### config.mk
export PLATFORM = sky130hd
export DESIGN_NAME = pacman_sprite_renderer
export DESIGN_NICKNAME = d
export VERILOG_FILES = /design/src/rtl/pacman_sprite_renderer.sv
export SDC_FILE = /design/constraint.sdc
export NUM_CORES = 1
export LEC_CHECK = 0
export BUFFER_PORTS_ARGS = -buffer_cell sky130_fd_sc_hd__buf_4
export CAP_MARGIN = 20
export CORE_ASPECT_RATIO = 0.8
export CORE_MARGIN = 2
export CORE_UTILIZATION = 35
export CTS_CLUSTER_DIAMETER = 50
export DETAILED_ROUTE_END_ITERATION = 10
export GPL_TIMING_DRIVEN = 0
export MAX_ROUTING_LAYER = met4
export PLACE_DENSITY_LB_ADDON = 0.3
export SLEW_MARGIN = 30
export SYNTH_ARGS = -nofsm -noshare
export SYNTH_HDL_FRONTEND = slang
export SYNTH_SLANG_ARGS = --single-unit
### constraint.sdc
create_clock -name i_clk -period 11 [get_ports i_clk]
set_clock_uncertainty 0.15 [all_clocks]
set_input_delay 1.1 -clock i_clk [delete_from_list [all_inputs] [get_ports i_clk]]
set_output_delay 1.1 -clock i_clk [all_outputs]
set_load 0.05 [all_outputs]
### src/rtl/pacman_sprite_renderer.sv
// Pac-Man sprite renderer: per-frame latched position/direction, animated mouth,
// two-stage pixel pipeline producing hit and RGB with fixed 2-cycle latency.
module pacman_sprite_renderer #(
   parameter int          SIZE        = 16,
   parameter int          ANIM_FRAMES = 4,
   parameter logic [23:0] COLOR       = 24'hFFFF00
) (
   input  logic        i_clk,
   input  logic        i_rst_n,
   input  logic [9:0]  i_pacman_x,
   input  logic [9:0]  i_pacman_y,
   input  logic [1:0]  i_dir,
   input  logic        i_moving,
   input  logic        i_frame_start,
   input  logic        i_pix_valid,
   input  logic [9:0]  i_pix_x,
   input  logic [9:0]  i_pix_y,
   output logic        o_pix_valid,
   output logic        o_pix_hit,
   output logic [23:0] o_pix_rgb
);

   localparam int LW = $clog2(SIZE);
   localparam int DW = LW + 3;
   localparam int PW = 2 * DW;
   localparam int CW = (ANIM_FRAMES > 1) ? $clog2(ANIM_FRAMES) : 1;
   localparam logic [CW-1:0] CMAX = CW'(ANIM_FRAMES - 1);
   localparam logic [10:0] SZ = 11'(SIZE);

   typedef enum logic [1:0] {CLOSED, HALF_OPEN, OPEN, HALF_CLOSE} phase_t;
   typedef logic signed [DW-1:0] sd_t;
   typedef logic signed [PW-1:0] sq_t;

   localparam sd_t OFS = sd_t'(SIZE - 1);
   localparam sq_t R2  = sq_t'(SIZE * SIZE);

   logic [9:0]    r_sx, r_sy;
   logic [1:0]    r_sdir;
   logic [CW-1:0] r_cnt;
   phase_t        r_phase;

   logic          r_valid1, r_inbox1;
   logic [LW-1:0] r_dx1, r_dy1;
   logic [1:0]    r_dir1;
   phase_t        r_phase1;

   logic [10:0]   w_dx, w_dy;
   logic          w_inbox;
   sd_t           w_u, w_v, w_a, w_b, w_babs;
   logic          w_disc, w_apos, w_half, w_open, w_mouth, w_hit;

   always_ff @(posedge i_clk or negedge i_rst_n) begin
      if (!i_rst_n) begin
         r_sx   <= '0;
         r_sy   <= '0;
         r_sdir <= '0;
      end else if (i_frame_start) begin
         r_sx   <= i_pacman_x;
         r_sy   <= i_pacman_y;
         r_sdir <= i_dir;
      end
   end

   always_ff @(posedge i_clk or negedge i_rst_n) begin
      if (!i_rst_n) begin
         r_cnt   <= '0;
         r_phase <= CLOSED;
      end else if (i_frame_start && i_moving) begin
         if (r_cnt == CMAX) begin
            r_cnt <= '0;
            unique case (r_phase)
               CLOSED:     r_phase <= HALF_OPEN;
               HALF_OPEN:  r_phase <= OPEN;
               OPEN:       r_phase <= HALF_CLOSE;
               HALF_CLOSE: r_phase <= CLOSED;
            endcase
         end else begin
            r_cnt <= r_cnt + 1'b1;
         end
      end
   end

   // Pixels left of / above the sprite wrap negative and set bit 10.
   assign w_dx    = {1'b0, i_pix_x} - {1'b0, r_sx};
   assign w_dy    = {1'b0, i_pix_y} - {1'b0, r_sy};
   assign w_inbox = !w_dx[10] && !w_dy[10] && (w_dx < SZ) && (w_dy < SZ);

   always_ff @(posedge i_clk or negedge i_rst_n) begin
      if (!i_rst_n) begin
         r_valid1 <= 1'b0;
         r_inbox1 <= 1'b0;
         r_dx1    <= '0;
         r_dy1    <= '0;
         r_dir1   <= '0;
         r_phase1 <= CLOSED;
      end else begin
         r_valid1 <= i_pix_valid;
         r_inbox1 <= w_inbox;
         r_dx1    <= w_dx[LW-1:0];
         r_dy1    <= w_dy[LW-1:0];
         r_dir1   <= r_sdir;
         r_phase1 <= r_phase;
      end
   end

   // Doubled coordinates centre the disc on the half-pixel grid.
   assign w_u = sd_t'({1'b0, r_dx1, 1'b0}) - OFS;
   assign w_v = sd_t'({1'b0, r_dy1, 1'b0}) - OFS;

   always_comb begin
      w_a = w_u;
      w_b = w_v;
      unique case (r_dir1)
         2'd0: begin w_a = w_u;  w_b = w_v; end
         2'd1: begin w_a = -w_u; w_b = w_v; end
         2'd2: begin w_a = -w_v; w_b = w_u; end
         2'd3: begin w_a = w_v;  w_b = w_u; end
      endcase
   end

   assign w_babs = w_b[DW-1] ? -w_b : w_b;
   assign w_disc = (sq_t'(w_u) * sq_t'(w_u) + sq_t'(w_v) * sq_t'(w_v)) <= R2;
   assign w_apos = !w_a[DW-1] && (w_a != '0);
   assign w_half = w_apos && ((w_babs <<< 1) <= w_a);
   assign w_open = w_apos && (w_babs <= w_a);

   always_comb begin
      w_mouth = 1'b0;
      unique case (r_phase1)
         CLOSED:     w_mouth = 1'b0;
         HALF_OPEN:  w_mouth = w_half;
         OPEN:       w_mouth = w_open;
         HALF_CLOSE: w_mouth = w_half;
      endcase
   end

   assign w_hit = r_valid1 && r_inbox1 && w_disc && !w_mouth;

   always_ff @(posedge i_clk or negedge i_rst_n) begin
      if (!i_rst_n) begin
         o_pix_valid <= 1'b0;
         o_pix_hit   <= 1'b0;
         o_pix_rgb   <= '0;
      end else begin
         o_pix_valid <= r_valid1;
         o_pix_hit   <= w_hit;
         o_pix_rgb   <= w_hit ? COLOR : 24'h000000;
      end
   end

endmodule

==> Word level (Yosys, flattened, before mapping) <==
Cells that the tools add are included.
{ "word_totals": {"ff_bits": 66, "in_bits": 47, "out_inout_bits": 26} }
{ "op_classes": {"addsub": 9, "mul": 2, "order_cmp": 5, "eq_ne": 10, "mux": 7, "reduce_logical": 22} }
{ "ops": {"columns": ["operator", "n"], "rows": [
  ["7-bit one-hot mux with 4 select lines", 1],
  ["6-bit by 6-bit multiplier with 12-bit output", 2],
  ["24-bit two-way mux", 1],
  ["11-bit by 5-bit less-than comparator with 1-bit output, second input constant", 2],
  ["10-bit by 10-bit subtractor with 11-bit output", 2],
  ["2-bit equality test, second input constant", 7],
  ["7-bit <= comparator", 2],
  ["6-bit negation with 7-bit output", 2],
  ["7-bit one-hot mux with 2 select lines", 1],
  ["12-bit by 12-bit adder with 13-bit output", 1],
  ["13-bit by 10-bit <= comparator with 1-bit output, second input constant", 1],
  ["5-bit by 4-bit subtractor with 6-bit output, second input constant", 2],
  ["1-bit logical AND", 10],
  ["2-bit one-hot mux with 4 select lines", 1],
  ["7-bit two-way mux", 1],
  ["7-bit negation", 1],
  ["7-bit nonzero test", 1],
  ["2-bit by 1-bit equality test with 1-bit output, second input constant", 3],
  ["2-bit logical NOT", 3],
  ["2-bit OR reduction", 3],
  ["1-bit logical NOT", 4],
  ["1-bit one-hot mux with 3 select lines", 1],
  ["2-bit by 1-bit adder with 2-bit output, second input constant", 1],
  ["2-bit two-way mux", 1],
  ["2-bit AND reduction", 1]
]} }

==> Depth between registers and ports, before layout <==
{ "logic_depth": {"word_depth": 11, "mapped_depth": 22, "mapped_depth_nobuf": 21} }

==> Least setup slack after synthesis <==
No wires, ideal clock.
{ "synth_timing": {"kind": "register -> register", "start": "register r_dy1[3]", "end": "register o_pix_rgb[22]", "setup_time_ns": 0.094, "t_arrival_ns": 5.300, "required_time_ns": 10.756, "slack_ns": 5.456, "path_stages_with_launch": 23, "synth_period_minus_slack_ns": 5.544, "path_cell_list": "dfrtp_1 -> clkbuf_1 -> inv_1 -> nand2_1 -> fa_1 -> inv_1 -> ha_1 -> inv_1 -> fa_1 -> inv_1 -> fa_1 -> inv_1 -> fa_1 -> inv_1 -> ha_1 -> ha_1 -> xor2_1 -> nor3_1 -> a31oi_1 -> o31ai_1 -> o21ai_0 -> o21a_1 -> a211oi_1"} }
{ "synth_between": {"elab_chain_len": 10, "elab_cells_between_ends": 21} }
{ "synth_lines": {"columns": ["item", "line", "rtl"], "rows": [
  ["start: declaration", "43", "logic [LW-1:0] r_dx1, r_dy1;"],
  ["start signal: assignment", "100", "r_dy1 <= w_dy[LW-1:0];"],
  ["5-bit by 4-bit subtractor with 6-bit output *", "108", "assign w_v = sd_t'({1'b0, r_dy1, 1'b0}) - OFS;"],
  ["branches (longest 7 deep; another with 12-bit by 12-bit adder with 13-bit output)", null, null],
  ["1-bit logical AND *", "137", "assign w_hit = r_valid1 && r_inbox1 && w_disc && !w_mouth;"],
  ["via w_hit", "50", "logic w_disc, w_apos, w_half, w_open, w_mouth, w_hit;"],
  ["24-bit two-way mux *", "147", "o_pix_rgb <= w_hit ? COLOR : 24'h000000;"],
  ["end signal: assignment", "147", null],
  ["end: declaration", "20", "output logic [23:0] o_pix_rgb"]
]} }
Mark *: on every way through the listed nets, which the timed path passes.
A chain may end at the register's enable or synchronous reset.

==> Worst setup path after layout <==
Ends and elaborated chain as after synthesis.

==> results by group <==
Clock tree
  • Worst skew pair latency: 0.29 ns
  • CTS Sinks: 42
  • Clk root buf: clkbuf_16
  • CTS Buf Count: 5
  • Cts hold-fix bufs: 0
  • Post CTS Setup Buffer Count: 0
  • CTS tree: done
  • PostCTS Resize Cnt: 0
  • Clock transition at path regs: about 0.060 ns
  • Clock buffer depth: 2
  • H-Tree Depth: 2

Synth
  • Synth warn: 0
  • Seq/Total Area, Yosys: 22.2%
  • Async SR Flop Fraction: 100%
  • Post-synth top flop: dfrtp_1
  • Yosys cell types: 46
  • Post-synth EDFFs: 0
  • Post-Syn Area: 4730 µm²
  • Post-Syn Instances: around 490
  • Average cell area after synthesis: about 9.6 µm²
  • Yosys reg bits: between 40 and 50

Route
  • Drt total wl: 9410 µm
  • Routed length per instance: 12.6 µm
  • # DRC: 0
  • Drt pass-1 iters: 4
  • Antenna viol nets, final: 0
  • Initial DRC count: around 140
  • DRT met1 WL: around 4600 µm
  • Max layer used: met4
  • Routed wl met3: 503 µm
  • Vias/cell: about 4.6
  • DR vias: 3407
  • WL met2: 4190 µm

Setup path
  • Setup CP Type: reg2reg
  • Setup slack, reg-to-reg: around 4.5 ns
  • Worst path required time: 11.00 ns
  • Startpoint type of the worst setup path: flip-flop
  • Worst EP arrival: 6.49 ns
  • Worst Path Max Fanout: 9
  • Worst Setup End Kind: flip-flop

Run
  • Maxcap violations: 0

Timing
  • RSZ-0062 raised after global routing: false
  • Crit path time final: 6.49 ns
  • Final Max Tran Viols: 0
  • Rel. slew slack: 51.3%
  • Final setup fails: 0
  • Hold Fails Final Rpt: 0
  • Sum of negative setup slack: 0 ns
  • Fmax: 154 MHz
  • Worst-margin pin slew: roughly 0.7 ns
  • Tcrit/Tclk final: 59.0%

Global route
  • Initial antenna violation count: 0
  • Largest net degree at the start of global routing: 43
  • First-pass GRT wire length: 15500 µm
  • Vias in the first global route: 3442
  • Global route overflow: 0
  • All-Layer GR Usage: 13.8%

Floorplanning
  • Starting Density: 36.4%
  • Die area: ~14000 µm²
  • Die Ht: 108 µm
  • Die Span X: 134 µm
  • Rows: 37
  • CORE AREA: 13000 µm²
  • Ports: 73

Placed design
  • Number of I/O port buffers: 64
  • DP HPWL: 8080 µm
  • GPL Wtd Cong: 0.833

Status
  • Run status: finished clean

Final layout
  • Area Growth Syn to Fin: 18.8%
  • N_diodes: 0
  • Share of cells above drive strength 1: between 10% and 20%
  • # fillers: 1278
  • Net count, final: between 700 and 800

Worst hold path
  • Hold crit path type: reg2reg
## stage by stage
| step | instances | instance area, µm² | utilization [%] | worst slack [ns] | hold slack, ns |
|---|---|---|---|---|---|
| after floorplan | 499 | 4760 | - | 5.46 | 0.200 |
| final | 746 | 5620 | 43.2 | 4.51 | 0.225 |
| after detailed placement | 738 | 5460 | 41.9 | 4.46 | 0.213 |
| after CTS | 746 | 5620 | 43.2 | 4.46 | 0.227 |
| after global routing | 746 | 5620 | 43.2 | 4.22 | 0.239 |
| after global placement | 738 | 5460 | 41.9 | 4.58 | 0.208 |
## worst paths after layout
kind	cells past startpoint	start	endpoint
worst max-delay path	17	r_dy1[3]$_DFF_PN0_	o_pix_rgb[22]$_DFF_PN0_
worst min-delay path	0	r_sdir[0]$_DFFE_PN0P_	r_dir1[0]$_DFF_PN0_
worst max register to register	17	r_dy1[3]$_DFF_PN0_	o_pix_rgb[22]$_DFF_PN0_
worst min register to register	0	r_sdir[0]$_DFFE_PN0P_	r_dir1[0]$_DFF_PN0_
max in group asynchronous	1	i_rst_n	r_dx1[3]$_DFF_PN0_
min in group asynchronous	1	i_rst_n	r_sy[7]$_DFFE_PN0P_
## logic make-up after synthesis
family                   Yosys count  share of synthesized area, %
AND/OR/NAND/NOR                   99                          10.7
AO/OA/AOI/OAI                     74                          9.34
adder cells (fa/ha/maj)          111                          37.3
flip-flops                        42                          22.2
buffers and inverters            120                          11.4
multiplexers                      14                          3.15
other                              1                        0.0793
XOR/XNOR                          31                          5.74
## area by class of cell
cell class	instances	area [µm²]	area share, %
Buffer	33	214	3.81
Multi-Input combinational cell	337	3160	56.3
Tap cell	175	219	3.90
Timing Repair Buffer	64	480	8.55
Sequential cell	42	1050	18.7
Clock inverter	3	40.0	0.712
Inverter	87	327	5.81
Clock buffer	5	125	2.23
## sequential cells by signal (all words and copies together) (netlist names)
register	flops
r_cnt	2
r_sy	10
r_inbox1	1
r_sdir	2
r_valid1	1
o_pix_valid	1
r_phase	2
r_phase1	2
o_pix_rgb	1
r_dir1	2
r_dx1	4
r_dy1	4
r_sx	10
## layout by cell type (no fill, tap or decap), types with 2 or more instances in the layout
cell        n
a21oi_1    18
mux2_2      7
conb_1      8
nor2b_1     3
inv_1      87
nand4_1     2
a211oi_1    2
dfrtp_1    42
o21a_1      4
clkinv_2    2
clkbuf_1    9
o21ai_0    27
nand3_1     5
fa_1       50
ha_1       61
o211ai_1    2
xnor2_1    22
nand4b_1    3
nand3b_1    3
or2_2       3
or3b_2      2
clkbuf_16   5
and2_1      4
buf_4      88
nor3_1      6
mux2i_1     7
nand2_1    33
nor2_1     19
nand2b_1   10
xor2_1      9
o21ai_1     2
a31oi_1     5
a21o_1      5
## cell usage after synthesis (2+ instances only)
cell      instances  share of area [%]
fa_1             50                 21
nand4b_1          3               0.56
a211oi_1          2               0.32
o21a_1            4               0.63
nand3_1           5               0.53
clkbuf_1          9               0.71
a21oi_1          18                1.9
xor2_1            9                1.7
nor2_1           19                1.5
and2_1            4               0.53
nand2b_1         10                1.3
inv_1            87                6.9
nand4_1           2               0.26
nor3_1            6               0.63
nand3b_1          3               0.48
a31oi_1           5               0.66
or3b_2            2               0.37
dfrtp_1          42                 22
mux2_2            7                1.7
nand2_1          33                2.6
o21ai_0          27                2.9
xnor2_1          22                4.1
o21ai_1           2               0.21
o211ai_1          2               0.32
nor2b_1           3               0.40
a21o_1            5               0.79
ha_1             61                 16
or2_2             3               0.40
buf_4            24                3.8
mux2i_1           7                1.5
## worst max-delay path, cell delays in order (launching register included)
cell      delay [ns]
dfrtp_1         0.43
clkbuf_1        0.38
inv_1           0.26
nand2_1         0.23
fa_1            0.55
fa_1            0.60
inv_1           0.07
fa_1            0.50
fa_1            0.52
fa_1            0.49
ha_1            0.31
ha_1            0.27
nand4_1         0.09
o41ai_1         0.61
a211o_1         0.22
a21oi_1         0.09
a311oi_1        0.45
a211oi_1        0.14
## metal layers
| layer | track usage, % | vias up |
|---|---|---|
| met5 | - | - |
| met4 | 3.04 | 0 |
| met3 | 3.09 | 7 |
| met2 | 21.4 | 65 |
| met1 | 18.7 | 1616 |
| li1 | - | 1719 |
Power is not shown: default switching activity piles up to over one toggle a cycle in this logic, so the estimate is an artifact.
